`src/rtl/binary_4bit_subtractor_pkg.sv`:
```
// binary_4bit_subtractor_pkg: shared width constant and operand type for the small arithmetic leaf blocks
package binary_4bit_subtractor_pkg;

    localparam int SUB_WIDTH = 4;

    typedef logic [SUB_WIDTH-1:0] sub_operand_t;

endpackage

```
`src/rtl/binary_4bit_subtractor_full_adder.sv`:
```
// sub_full_adder: single-bit full adder cell used as one stage of the ripple chain
module sub_full_adder (
    input  logic x,
    input  logic y,
    input  logic cin,
    output logic sum,
    output logic cout
);

    assign sum  = x ^ y ^ cin;
    assign cout = (x & y) | (x & cin) | (y & cin);

endmodule

```
`src/rtl/binary_4bit_subtractor.sv`:
```
// binary_4bit_subtractor: registered s = a - b via a ripple of full adders on a and ~b with carry-in 1
// Optional OVERFLOW_FLAG_EN adds a registered signed-overflow output ovf.
module binary_4bit_subtractor
    import binary_4bit_subtractor_pkg::*;
#(
    parameter int WIDTH = SUB_WIDTH
) (
    input  logic             clk,
    input  logic             rst,
    input  logic [WIDTH-1:0] a,
    input  logic [WIDTH-1:0] b,
`ifdef OVERFLOW_FLAG_EN
    output logic             ovf,
`endif
    output logic             co,
    output logic [WIDTH-1:0] s
);

    logic [WIDTH:0]   c;
    logic [WIDTH-1:0] s_d;
    logic [WIDTH-1:0] s_q;
    logic             co_q;

    assign c[0] = 1'b1;

    for (genvar i = 0; i < WIDTH; i++) begin : g_stage
        sub_full_adder u_fa (
            .x   (a[i]),
            .y   (~b[i]),
            .cin (c[i]),
            .sum (s_d[i]),
            .cout(c[i+1])
        );
    end

    always_ff @(posedge clk) begin
        if (rst) begin
            s_q  <= '0;
            co_q <= 1'b0;
        end else begin
            s_q  <= s_d;
            co_q <= c[WIDTH];
        end
    end

    assign s  = s_q;
    assign co = co_q;

`ifdef OVERFLOW_FLAG_EN
    logic ovf_q;

    // signed overflow: carries into and out of the sign stage disagree
    always_ff @(posedge clk) begin
        if (rst) ovf_q <= 1'b0;
        else     ovf_q <= c[WIDTH] ^ c[WIDTH-1];
    end

    assign ovf = ovf_q;
`endif

endmodule

```
`config.mk`:
```
export PLATFORM = sky130hd
export DESIGN_NAME = binary_4bit_subtractor
export DESIGN_NICKNAME = d
export VERILOG_FILES = /design/src/rtl/binary_4bit_subtractor_pkg.sv /design/src/rtl/binary_4bit_subtractor_full_adder.sv /design/src/rtl/binary_4bit_subtractor.sv
export SDC_FILE = /design/constraint.sdc
export NUM_CORES = 1
export LEC_CHECK = 0
export CORE_AREA = 10 10 47 49
export CTS_BUF_LIST = sky130_fd_sc_hd__clkbuf_8
export DETAILED_ROUTE_END_ITERATION = 12
export DIE_AREA = 0 0 57 59
export GPL_ROUTABILITY_DRIVEN = 0
export PLACE_DENSITY_LB_ADDON = 0.1
export SYNTH_ARGS = -nofsm -noshare
export SYNTH_HDL_FRONTEND = slang
export SYNTH_SLANG_ARGS = --single-unit
export TNS_END_PERCENT = 30
```
`constraint.sdc`:
```
create_clock -name clk -period 2.7 [get_ports clk]
set_input_delay 0.54 -clock clk [delete_from_list [all_inputs] [get_ports clk]]
set_output_delay 0.54 -clock clk [all_outputs]
set_load 0.02 [all_outputs]
```
# Word level (Yosys, flattened, before mapping)
# Cells that the tools add are included.
# classes
n_bitwise	30
# ops
op	count
$and A1 B1 Y1	10
$or A1 B1 Y1	8
$xor A1 B1 Y1	7
$not A1 Y1	5
# word_totals
reg_bits	5
input_bits	10
out_inout_bits	5
wordCells	32

# Depth between registers and ports, before layout
# Gate-level depths: netlist of the first run.
# depth
word_depth	13
mapped_depth	7
ltp_nobuf	7

# Hierarchy
# From an unflattened synthesis of the first run, not the netlist that was laid out.
# hier_totals
cells_unflattened	19
hier_area_um2	230.2
# by_module_without_submodules
module	instances	cells_each	area_per_inst_um2	seq_area_each_um2
binary_4bit_subtractor	1	15	150.1	100.1
sub_full_adder	4	1	20.0	0.0

# Worst setup path before layout of the first run
# OpenSTA, ideal clock, no wires.
# synth_timing
path_kind	input to register
start	in a[0]
end	reg s_q[3] (netlist: s[3])
setup_time_ns	0.114
t_arrival_ns	2.056
t_required_ns	2.586
path_slack_ns	0.530
stages	7
path_buffers	0
cell_sequence	inv_1 > ha_1 > fa_1 > fa_1 > inv_1 > fa_1 > nor2b_1
# synth_between
elab_chain_len	10
elab_cells_between_ends	12
cone_classes	bitwise: 12
# synth_lines
item	line	source
start, declared	binary_4bit_subtractor.sv:10	input logic [WIDTH-1:0] a,
$and A1 B1 Y1	binary_4bit_subtractor_full_adder.sv:11	assign cout = (x & y) | (x & cin) | (y & cin);
$or A1 B1 Y1 (*) (2 in series)	binary_4bit_subtractor_full_adder.sv:11	
$and A1 B1 Y1	binary_4bit_subtractor_full_adder.sv:11	
$or A1 B1 Y1	binary_4bit_subtractor_full_adder.sv:11	
$or A1 B1 Y1 (*)	binary_4bit_subtractor_full_adder.sv:11	
$and A1 B1 Y1	binary_4bit_subtractor_full_adder.sv:11	
$or A1 B1 Y1	binary_4bit_subtractor_full_adder.sv:11	
$or A1 B1 Y1 (*)	binary_4bit_subtractor_full_adder.sv:11	
$xor A1 B1 Y1 (*)	binary_4bit_subtractor_full_adder.sv:10	assign sum = x ^ y ^ cin;
named net g_stage[3].u_fa.sum	binary_4bit_subtractor_full_adder.sv:6	output logic sum,
end signal, assigned	binary_4bit_subtractor.sv:38	s_q <= '0;
end signal, assigned	binary_4bit_subtractor.sv:41	s_q <= s_d;
end, declared	binary_4bit_subtractor.sv:21	logic [WIDTH-1:0] s_q;
# Mark *: on every way through the listed nets, which the timed path passes. The rest lies on a longest branch.
# A chain may end at the register's enable or synchronous reset.

# Final worst setup path of the first run
# Same ends and word-level chain as after synthesis.

==> results.rst, run 1 <==
.. list-table::
   :header-rows: 1

   * - Metric
     - Value
   * - HPWL after detailed placement
     - 453.9 µm
   * - Maximum Capacitance Violations
     - 0
   * - H-tree level count
     - 1
   * - Die area
     - approximately 3400 µm²
   * - Number of nets in the layout
     - 52
   * - Count of flip-flops with a built-in enable after synthesis
     - 0
   * - Buffer count from post-CTS setup fixing
     - 0
   * - Fraction of power consumed by the clock network
     - around 49%
   * - Unique masters post-synth
     - 6
   * - Slew @ Worst Pin
     - roughly 220 ps
   * - Net Sw Power
     - 0.05715 mW
   * - Die Wd
     - 57 µm
   * - Number of DRC markers in iteration 0
     - 0
   * - Post-detailed-routing wire length
     - slightly below 500 µm
   * - Effective utilization at floorplan
     - between 15 and 20%
   * - Net count after synthesis
     - 33
   * - Worst-path cell chain
     - clkdlybuf4s50_1 > inv_1 > ha_1 > fa_1 > fa_1 > inv_1 > fa_1 > nor2b_1
   * - Number of CTS-inserted buffers
     - 3
   * - Overall track demand over capacity in global routing
     - 3.336%
   * - Power share of the sequential group
     - 31.2%
   * - Largest stage delay on the critical path
     - 460 ps
   * - Number of antenna violations at the first check in global routing
     - 0
   * - Via Count
     - 173
   * - Async S/R FF share, synth
     - 0%
   * - Number of antenna repair diodes
     - 0
   * - Antenna viol nets, final
     - 0
   * - Critical-path cell with the highest stage delay
     - sky130_fd_sc_hd__clkdlybuf4s50_1
   * - Post-synth design cell area
     - between 200 and 250 µm²
   * - Maximum vdd ir drop
     - between 100 and 150 µV
   * - Number of clock sinks seen by CTS
     - 5
   * - Routed len/inst
     - 9.302 µm
   * - Cell with the most instances on the worst path
     - sky130_fd_sc_hd__fa_1
   * - Dominant synthesized flop cell
     - sky130_fd_sc_hd__dfxtp_1
   * - Gate power share
     - 20.3%
   * - Setup slack after layout
     - 215.6 ps
   * - Port buffer count
     - 14
   * - Global-route wire length before repair
     - around 700 µm
   * - Post-route core utilization
     - between 30% and 40%
   * - Number of pins exceeding their max-slew limit in the final report
     - 0
   * - LEAKAGE
     - 0.1889 nW
   * - Data required, critical path
     - 2800 ps
   * - I/O pin count
     - 15
   * - Share of the clock period used by the worst path
     - 92.02%
   * - Critical path buffer and inverter count
     - 3
   * - Share of the synthesized area in the top cell type
     - around 47%
   * - Number of setup violations in the final report
     - 0
   * - Internal power
     - 0.2106 mW
   * - Share of synthesized area occupied by flip-flops and latches
     - 46.51%
   * - CTS tree
     - yes
   * - DP Worst Slack
     - -28.82 ps
   * - Critical path class
     - primary input to flip-flop
   * - TNS Setup
     - 0 ps
   * - Post-synthesis cell count
     - 19
   * - Max-Slew Margin vs Limit
     - 85.22%
   * - Number of instances resized during post-cts repair
     - 0
   * - Total of hold buffers inserted after clock tree synthesis
     - 0
   * - Endpoint type of the worst setup path
     - flip-flop
   * - Share of post-route cells with drive strength above 1
     - 8.108%
   * - Ranking of synthesized cells by instance count
     - 5 x sky130_fd_sc_hd__dfxtp_1, 5 x sky130_fd_sc_hd__inv_1, 3 x sky130_fd_sc_hd__fa_1, 3 x sky130_fd_sc_hd__nor2_1, 2 x sky130_fd_sc_hd__nor2b_1
   * - Power density over the cells
     - approximately 640 nW/µm²
   * - Count of synthesis-stage warnings from yosys
     - 0
   * - Worst hold margin
     - 936.5 ps
   * - Overall power consumption
     - 0.2677 mW
   * - Die extent in y
     - 59 µm
   * - Clock transition at the registers of the reported paths
     - 30 ps
   * - Family with the most delay on the worst path
     - adder cells
   * - DRC violation count after routing
     - 0
   * - Max clock buf depth
     - 2
   * - Clock tree root buffer cell
     - sky130_fd_sc_hd__clkbuf_8
   * - Startpoint Class
     - primary input
   * - Vias in the first global route
     - 164
   * - Pre-Repair DR Iteration Count
     - 1
   * - Number of core rows
     - 14
   * - Hold Path Class
     - primary input to flip-flop
   * - Maximum number of pins on one net before global-route repair
     - 6
   * - Synth Register Bits
     - 5
   * - Placeable core area
     - about 1400 µm²
   * - Status
     - finished, final reports clean
   * - Syn-to-layout area delta
     - 95.35%
   * - Number of hold violations in the final report
     - 0
   * - Post-synthesis cell type with the largest combined area
     - sky130_fd_sc_hd__dfxtp_1
   * - Setup repair after global routing missed its margin
     - no
   * - Fmax
     - 402.5 MHz
   * - Number of inserted filler cells in the final layout
     - 156
   * - Switching share of power
     - 21.35%
   * - Arrival time worst endpoint
     - 2590 ps
   * - Average via count per standard cell
     - between 3 and 4
   * - Largest fanout on the critical path
     - 1
   * - Most area-consuming cells after synthesis
     - sky130_fd_sc_hd__dfxtp_1 47%, sky130_fd_sc_hd__fa_1 28%, sky130_fd_sc_hd__inv_1 8.7%, sky130_fd_sc_hd__ha_1 5.8%, sky130_fd_sc_hd__nor2b_1 5.8%
   * - Mean Syn Cell Area
     - 11.33 µm²
   * - Global route total overflow
     - 0
   * - Final critical-path required period
     - around 2500 ps
power by group through the flow:
stage	Clock, mW	Sequential [mW]	Combinational [mW]
2_1_floorplan	0	0.0948	0.0124
3_3_place_gp	0	0.0845	0.0546
3_5_place_dp	0	0.0847	0.0555
4_1_cts	0.135	0.0837	0.0556
5_1_grt	0.136	0.0841	0.0594
6_report	0.130	0.0836	0.0543
cells by family after synthesis:
group         after synthesis  share of synthesized area (%)
fa+ha+maj                   4                          33.72
flops                       5                          46.51
simple gates                5                          11.05
buf+inv                     5                          8.722
state kept, by name (all words and copies together), names as in the netlist:
register,cells
co,1
s,4
through the flow:
step                instances  area, µm²
floorplan                  19      215.2
global placement           49      375.4
detailed placement         49      375.4
CTS                        53      420.4
global route               53      420.4
finish                     53      420.4
cell type report:
cell class	count	area, µm²	area share, %
Clock buffer	3	41.29	9.821
Timing Repair Buffer	14	140.1	33.33
Multi-Input combinational cell	9	96.34	22.92
Sequential cell	5	100.1	23.81
Tap cell	16	20.02	4.762
Clock inverter	1	3.754	0.8929
Inverter	5	18.77	4.464
worst paths after layout:
path	from	endpoint	slack [ps]	cells after the start
worst max-delay path	a[0]	s[3]$_SDFF_PP0_	220	8
worst min-delay path	rst	s[0]$_SDFF_PP0_	940	2
cells in the final DEF, fill, tap and decap left out:
cell and count:
sky130_fd_sc_hd__fa_1 3, sky130_fd_sc_hd__clkbuf_8 3, sky130_fd_sc_hd__nor2b_1 2, sky130_fd_sc_hd__dfxtp_1 5, sky130_fd_sc_hd__nor2_1 3, sky130_fd_sc_hd__clkdlybuf4s50_1 14
sky130_fd_sc_hd__inv_1 6, sky130_fd_sc_hd__ha_1 1
routing by layer:
metal  GRT usage, %  share of wire (%)
met5              0                  0
met4          7.047                4.7
met3          2.790                 19
met2          4.341                 46
met1          1.794                 30
No activity file was read; power rests on OpenSTA's default activity.
==> inputs of run 2 (changes only) <==
Clock period 2.7 ns to 2.62 ns, I/O delays scaled along.
==> results.rst, run 2 (synthesized netlist as in run 1, its figures left out) <==
.. list-table::
   :header-rows: 1

   * - Metric
     - Value
   * - Final critical-path required period
     - 2466 ps
   * - Maximum number of pins on one net before global-route repair
     - 6
   * - Global-route wire length before repair
     - 731 µm
   * - Switching share of power
     - 21.35%
   * - Effective utilization at floorplan
     - 15.36%
   * - Arrival time worst endpoint
     - around 2600 ps
   * - Share of the clock period used by the worst path
     - 94.13%
   * - Power share of the sequential group
     - ~31%
   * - Pre-Repair DR Iteration Count
     - 1
   * - Worst-path cell chain
     - clkdlybuf4s50_1 > inv_1 > ha_1 > fa_1 > fa_1 > inv_1 > fa_1 > nor2b_1
   * - Number of DRC markers in iteration 0
     - 0
   * - Number of antenna violations at the first check in global routing
     - 0
   * - Buffer count from post-CTS setup fixing
     - 0
   * - Max clock buf depth
     - 2
   * - Flip-flop count of the largest register after layout
     - 4
   * - Net Sw Power
     - 0.05888 mW
   * - Routed len/inst
     - roughly 9 µm
   * - Wire length on met1
     - 164 µm
   * - Number of CTS-inserted buffers
     - 3
   * - H-tree level count
     - 1
   * - Maximum Capacitance Violations
     - 0
   * - Startpoint Class
     - primary input
   * - Gate power share
     - 20.2%
   * - Average via count per standard cell
     - 3.245
   * - Power density over the cells
     - 655.9 nW/µm²
   * - Number of antenna repair diodes
     - 0
   * - Cell with the most instances on the worst path
     - sky130_fd_sc_hd__fa_1
   * - DRC violation count after routing
     - 0
   * - Met3 wire length
     - 74 µm
   * - Post-detailed-routing wire length
     - 491 µm
   * - Met2 Wirelength
     - ~230 µm
   * - Die Wd
     - 57 µm
   * - Syn-to-layout area delta
     - 95.35%
   * - LEAKAGE
     - about 0.19 nW
   * - Slew @ Worst Pin
     - 221.6 ps
   * - CTS tree
     - yes
   * - Clock transition at the registers of the reported paths
     - 30 ps
   * - Max-Slew Margin vs Limit
     - between 80% and 90%
   * - HPWL after detailed placement
     - between 400 and 500 µm
   * - Port buffer count
     - 14
   * - Clock tree root buffer cell
     - sky130_fd_sc_hd__clkbuf_8
   * - Via Count
     - between 150 and 200
   * - Die area
     - between 3000 and 4000 µm²
   * - Number of instances resized during post-cts repair
     - 0
   * - Top Layer Used
     - met4
   * - Global route total overflow
     - 0
   * - Most common cell after layout, fill and taps aside
     - sky130_fd_sc_hd__clkdlybuf4s50_1
   * - Endpoint type of the worst setup path
     - flip-flop
   * - Number of pins exceeding their max-slew limit in the final report
     - 0
   * - Vias in the first global route
     - around 170
   * - Post-route core utilization
     - between 30% and 40%
   * - Antenna viol nets, final
     - 0
   * - Setup repair after global routing missed its margin
     - no
   * - Share of post-route cells with drive strength above 1
     - 8.108%
   * - Number of inserted filler cells in the final layout
     - 156
   * - Number of clock sinks seen by CTS
     - 5
   * - Internal power
     - 0.2169 mW
   * - Hold Path Class
     - primary input to flip-flop
   * - Status
     - finished, final reports clean
   * - Placeable core area
     - 1401 µm²
   * - Largest stage delay on the critical path
     - 460 ps
   * - Maximum vdd ir drop
     - 153.3 µV
   * - Number of nets in the layout
     - between 50 and 60
   * - Fmax
     - 405.5 MHz
   * - Critical-path cell with the highest stage delay
     - sky130_fd_sc_hd__clkdlybuf4s50_1
   * - TNS Setup
     - 0 ps
   * - I/O pin count
     - 15
   * - Total of hold buffers inserted after clock tree synthesis
     - 0
   * - Fraction of power consumed by the clock network
     - 48.5%
   * - Number of hold violations in the final report
     - 0
   * - Overall track demand over capacity in global routing
     - 3.429%
   * - Data required, critical path
     - between 2000 and 3000 ps
   * - Number of core rows
     - 14
   * - Number of setup violations in the final report
     - 0
   * - Most frequent cells in the layout
     - 14 x sky130_fd_sc_hd__clkdlybuf4s50_1, 6 x sky130_fd_sc_hd__inv_1, 5 x sky130_fd_sc_hd__dfxtp_1
   * - Critical path class
     - primary input to flip-flop
   * - Die extent in y
     - between 50 and 60 µm
   * - Largest fanout on the critical path
     - 1
run 2: cell counts in the layout (fill, tap and decap cells not counted):
No cell type changed its count.
run 2: power by group through the flow:
stage               combinational [mW]  sequential [mW]  clock (mW)
detailed placement              0.0569           0.0875           0
global route                    0.0614           0.0870       0.140
CTS                             0.0570           0.0864       0.139
finish                          0.0558           0.0862       0.134
floorplan                       0.0127           0.0977           0
global placement                0.0563           0.0871           0
run 2: worst paths after layout:
| check | startpoint | depth (start not counted) | end |
|---|---|---|---|
| worst max-delay path | a[0] | 8 | s[3]$_SDFF_PP0_ |
| worst min-delay path | rst | 2 | s[0]$_SDFF_PP0_ |
run 2: layout make-up:
| class | count | area, µm² | area share, % |
|---|---|---|---|
| timing repair buffer | 14 | 140.1 | 33.33 |
| inverter | 5 | 18.77 | 4.464 |
| clock buffer | 3 | 41.29 | 9.821 |
| tap | 16 | 20.02 | 4.762 |
| multi-input combinational | 9 | 96.34 | 22.92 |
| sequential | 5 | 100.1 | 23.81 |
| clock inverter | 1 | 3.754 | 0.8929 |
run 2: routing by layer:
layer,vias up,track usage (%)
met1,70,2.284
met2,11,4.341
met3,2,2.361
met4,0,7.047
li1,89,-
met5,-,0
run 2: per-stage QoR:
stage                     hold slack [ps]  area (µm²)  power [mW]  std cells  setup WS, ps
after floorplan                     590.7       215.2      0.1105         19         466.0
after global placement               1158       375.4      0.1433         49        -59.63
after detailed placement             1159       375.4      0.1444         49        -88.17
after CTS                           931.8       420.4      0.2822         53         143.0
after global routing                950.9       420.4      0.2888         53         42.54
final                               924.6       420.4      0.2757         53         153.8
run 2: critical path, delay by kind of cell:
kind | cells | cell delay (ps)
fa+ha+maj | 4 | 1330
buf+inv | 3 | 580
simple gates | 1 | 130
==> inputs of run 3 (changes only) <==
Clock period 2.62 ns to 2.1 ns, I/O delays scaled along.
==> results.rst, run 3 (synthesized netlist as in run 1, its figures left out) <==
.. list-table::
   :header-rows: 1

   * - Metric
     - Value
   * - Number of pins exceeding their max-slew limit in the final report
     - 0
   * - Max clock buf depth
     - 2
   * - Max-Slew Margin vs Limit
     - 85.24%
   * - Status
     - finished, final reports clean
   * - Number of setup violations in the final report
     - 0
   * - Most common cell after layout, fill and taps aside
     - sky130_fd_sc_hd__clkdlybuf4s50_1
   * - Met3 capacity usage during global routing
     - 2.575%
   * - Number of antenna repair diodes
     - 0
   * - Antenna viol nets, final
     - 0
   * - Arrival time worst endpoint
     - 2140 ps
   * - Syn-to-layout area delta
     - 97.09%
   * - Critical path class
     - primary input to flip-flop
   * - Total of hold buffers inserted after clock tree synthesis
     - 0
   * - Slew @ Worst Pin
     - 220.8 ps
   * - Clock tree root buffer cell
     - sky130_fd_sc_hd__clkbuf_8
   * - Hold Path Class
     - primary input to flip-flop
   * - Setup repair after global routing missed its margin
     - no
   * - Flip-flop count of the largest register after layout
     - 4
   * - Post-route core utilization
     - 30.27%
   * - Number of CTS-inserted buffers
     - 3
   * - Share of the clock period used by the worst path
     - 96.90%
   * - LEAKAGE
     - around 0.19 nW
   * - Number of nets in the layout
     - 52
   * - Die Wd
     - 57 µm
   * - Dpl cell area
     - around 380 µm²
   * - Share of post-route cells with drive strength above 1
     - between 10% and 20%
   * - Overall power consumption
     - 0.3441 mW
   * - Number of hold violations in the final report
     - 0
   * - Final design instance area without fill
     - 424.2 µm²
   * - Number of DRC markers in iteration 0
     - 0
   * - Placeable core area
     - 1401 µm²
   * - Data required, critical path
     - approximately 2200 ps
   * - CTS tree
     - yes
   * - Die area
     - 3363 µm²
   * - Number of clock sinks seen by CTS
     - 5
   * - Global-route met1 utilization
     - 2.392%
   * - Endpoint type of the worst setup path
     - flip-flop
   * - Pre-Repair DR Iteration Count
     - 1
   * - Largest fanout on the critical path
     - 1
   * - Most frequent cells in the layout
     - 10 x sky130_fd_sc_hd__clkdlybuf4s50_1, 5 x sky130_fd_sc_hd__inv_1, 5 x sky130_fd_sc_hd__dfxtp_1
   * - HPWL after detailed placement
     - 448.4 µm
   * - Effective utilization at floorplan
     - ~15%
   * - Number of core rows
     - 14
   * - Die extent in y
     - 59 µm
   * - H-tree level count
     - 1
   * - Vias in the first global route
     - 172
   * - Number of antenna violations at the first check in global routing
     - 0
   * - DRC violation count after routing
     - 0
   * - Final critical-path required period
     - 2035 ps
   * - Overall track demand over capacity in global routing
     - 3.423%
   * - Routed len/inst
     - 9.396 µm
   * - Startpoint Class
     - primary input
   * - Most used routing layer in global routing
     - met4
   * - Number of inserted filler cells in the final layout
     - 152
   * - Power density over the cells
     - between 800 and 900 nW/µm²
   * - Clock transition at the registers of the reported paths
     - 30 ps
   * - Fmax
     - between 400 and 500 MHz
   * - Maximum vdd ir drop
     - 194.6 µV
   * - Maximum number of pins on one net before global-route repair
     - 6
   * - Global route total overflow
     - 0
   * - Global Route met2 Usage
     - 4.031%
   * - Instance count along the most critical hold path
     - 3
   * - Average via count per standard cell
     - around 3.2
   * - Post-detailed-routing wire length
     - 498 µm
   * - Maximum Capacitance Violations
     - 0
   * - I/O pin count
     - 15
   * - Global-route wire length before repair
     - 752 µm
   * - Port buffer count
     - 14
   * - Via Count
     - roughly 170
-- run 3: path summary, 6_finish.rpt --
path | start | endpoint | slack [ps]
setup / recovery | a[0] | s[3]$_SDFF_PP0_ | 70
hold / removal | b[0] | s[0]$_SDFF_PP0_ | 610
-- run 3: cell type report --
type,count,area [µm²],area share (%)
Sequential cell,5,100.1,23.60
Multi-Input combinational cell,9,103.9,24.48
Timing Repair Buffer,14,136.4,32.15
Inverter,5,18.77,4.425
Tap cell,16,20.02,4.720
Clock buffer,3,41.29,9.735
Clock inverter,1,3.754,0.8850
-- run 3: stage by stage --
| stage | cells | worst slack, ps | setup TNS (ps) | hold slack (ps) |
|---|---|---|---|---|
| after floorplan | 19 | 49.98 | 0 | 486.7 |
| after global placement | 49 | -477.0 | -678.3 | 1053 |
| after detailed placement | 49 | -495.0 | -715.0 | 1056 |
| after CTS | 53 | 3.756 | 0 | 611.6 |
| after global routing | 53 | 3.201 | 0 | 623.5 |
| final | 53 | 65.17 | 0 | 614.2 |
-- run 3: routing by layer --
| metal | vias to the layer above | part of all wire (%) |
|---|---|---|
| met1 | 66 | 33 |
| met2 | 11 | 46 |
| met3 | 2 | 16 |
| met4 | 0 | 4.6 |
| met5 | - | 0 |
| li1 | 89 | - |
-- run 3: what timing repair did --
item                                    4_1_cts  5_1_grt
gates resized for setup                       9        0
endpoints found under the hold margin         0        0
pin swaps                                     4        1
setup buffers                                 0        0
endpoints found under the setup margin        1        1
-- run 3: power breakdown --
part | internal, mW | switching [mW]
logic | 0.0393 | 0.0303
registers | 0.105 | 0.00205
clock network | 0.125 | 0.0422
total | 0.270 | 0.0745
-- run 3: critical path, cell delays in order --
cell and delay (ps):
sky130_fd_sc_hd__dlygate4sd2_1 190, sky130_fd_sc_hd__inv_1 40, sky130_fd_sc_hd__ha_2 160, sky130_fd_sc_hd__fa_2 350
sky130_fd_sc_hd__fa_2 390, sky130_fd_sc_hd__inv_2 60, sky130_fd_sc_hd__fa_1 400, sky130_fd_sc_hd__nor2b_1 130
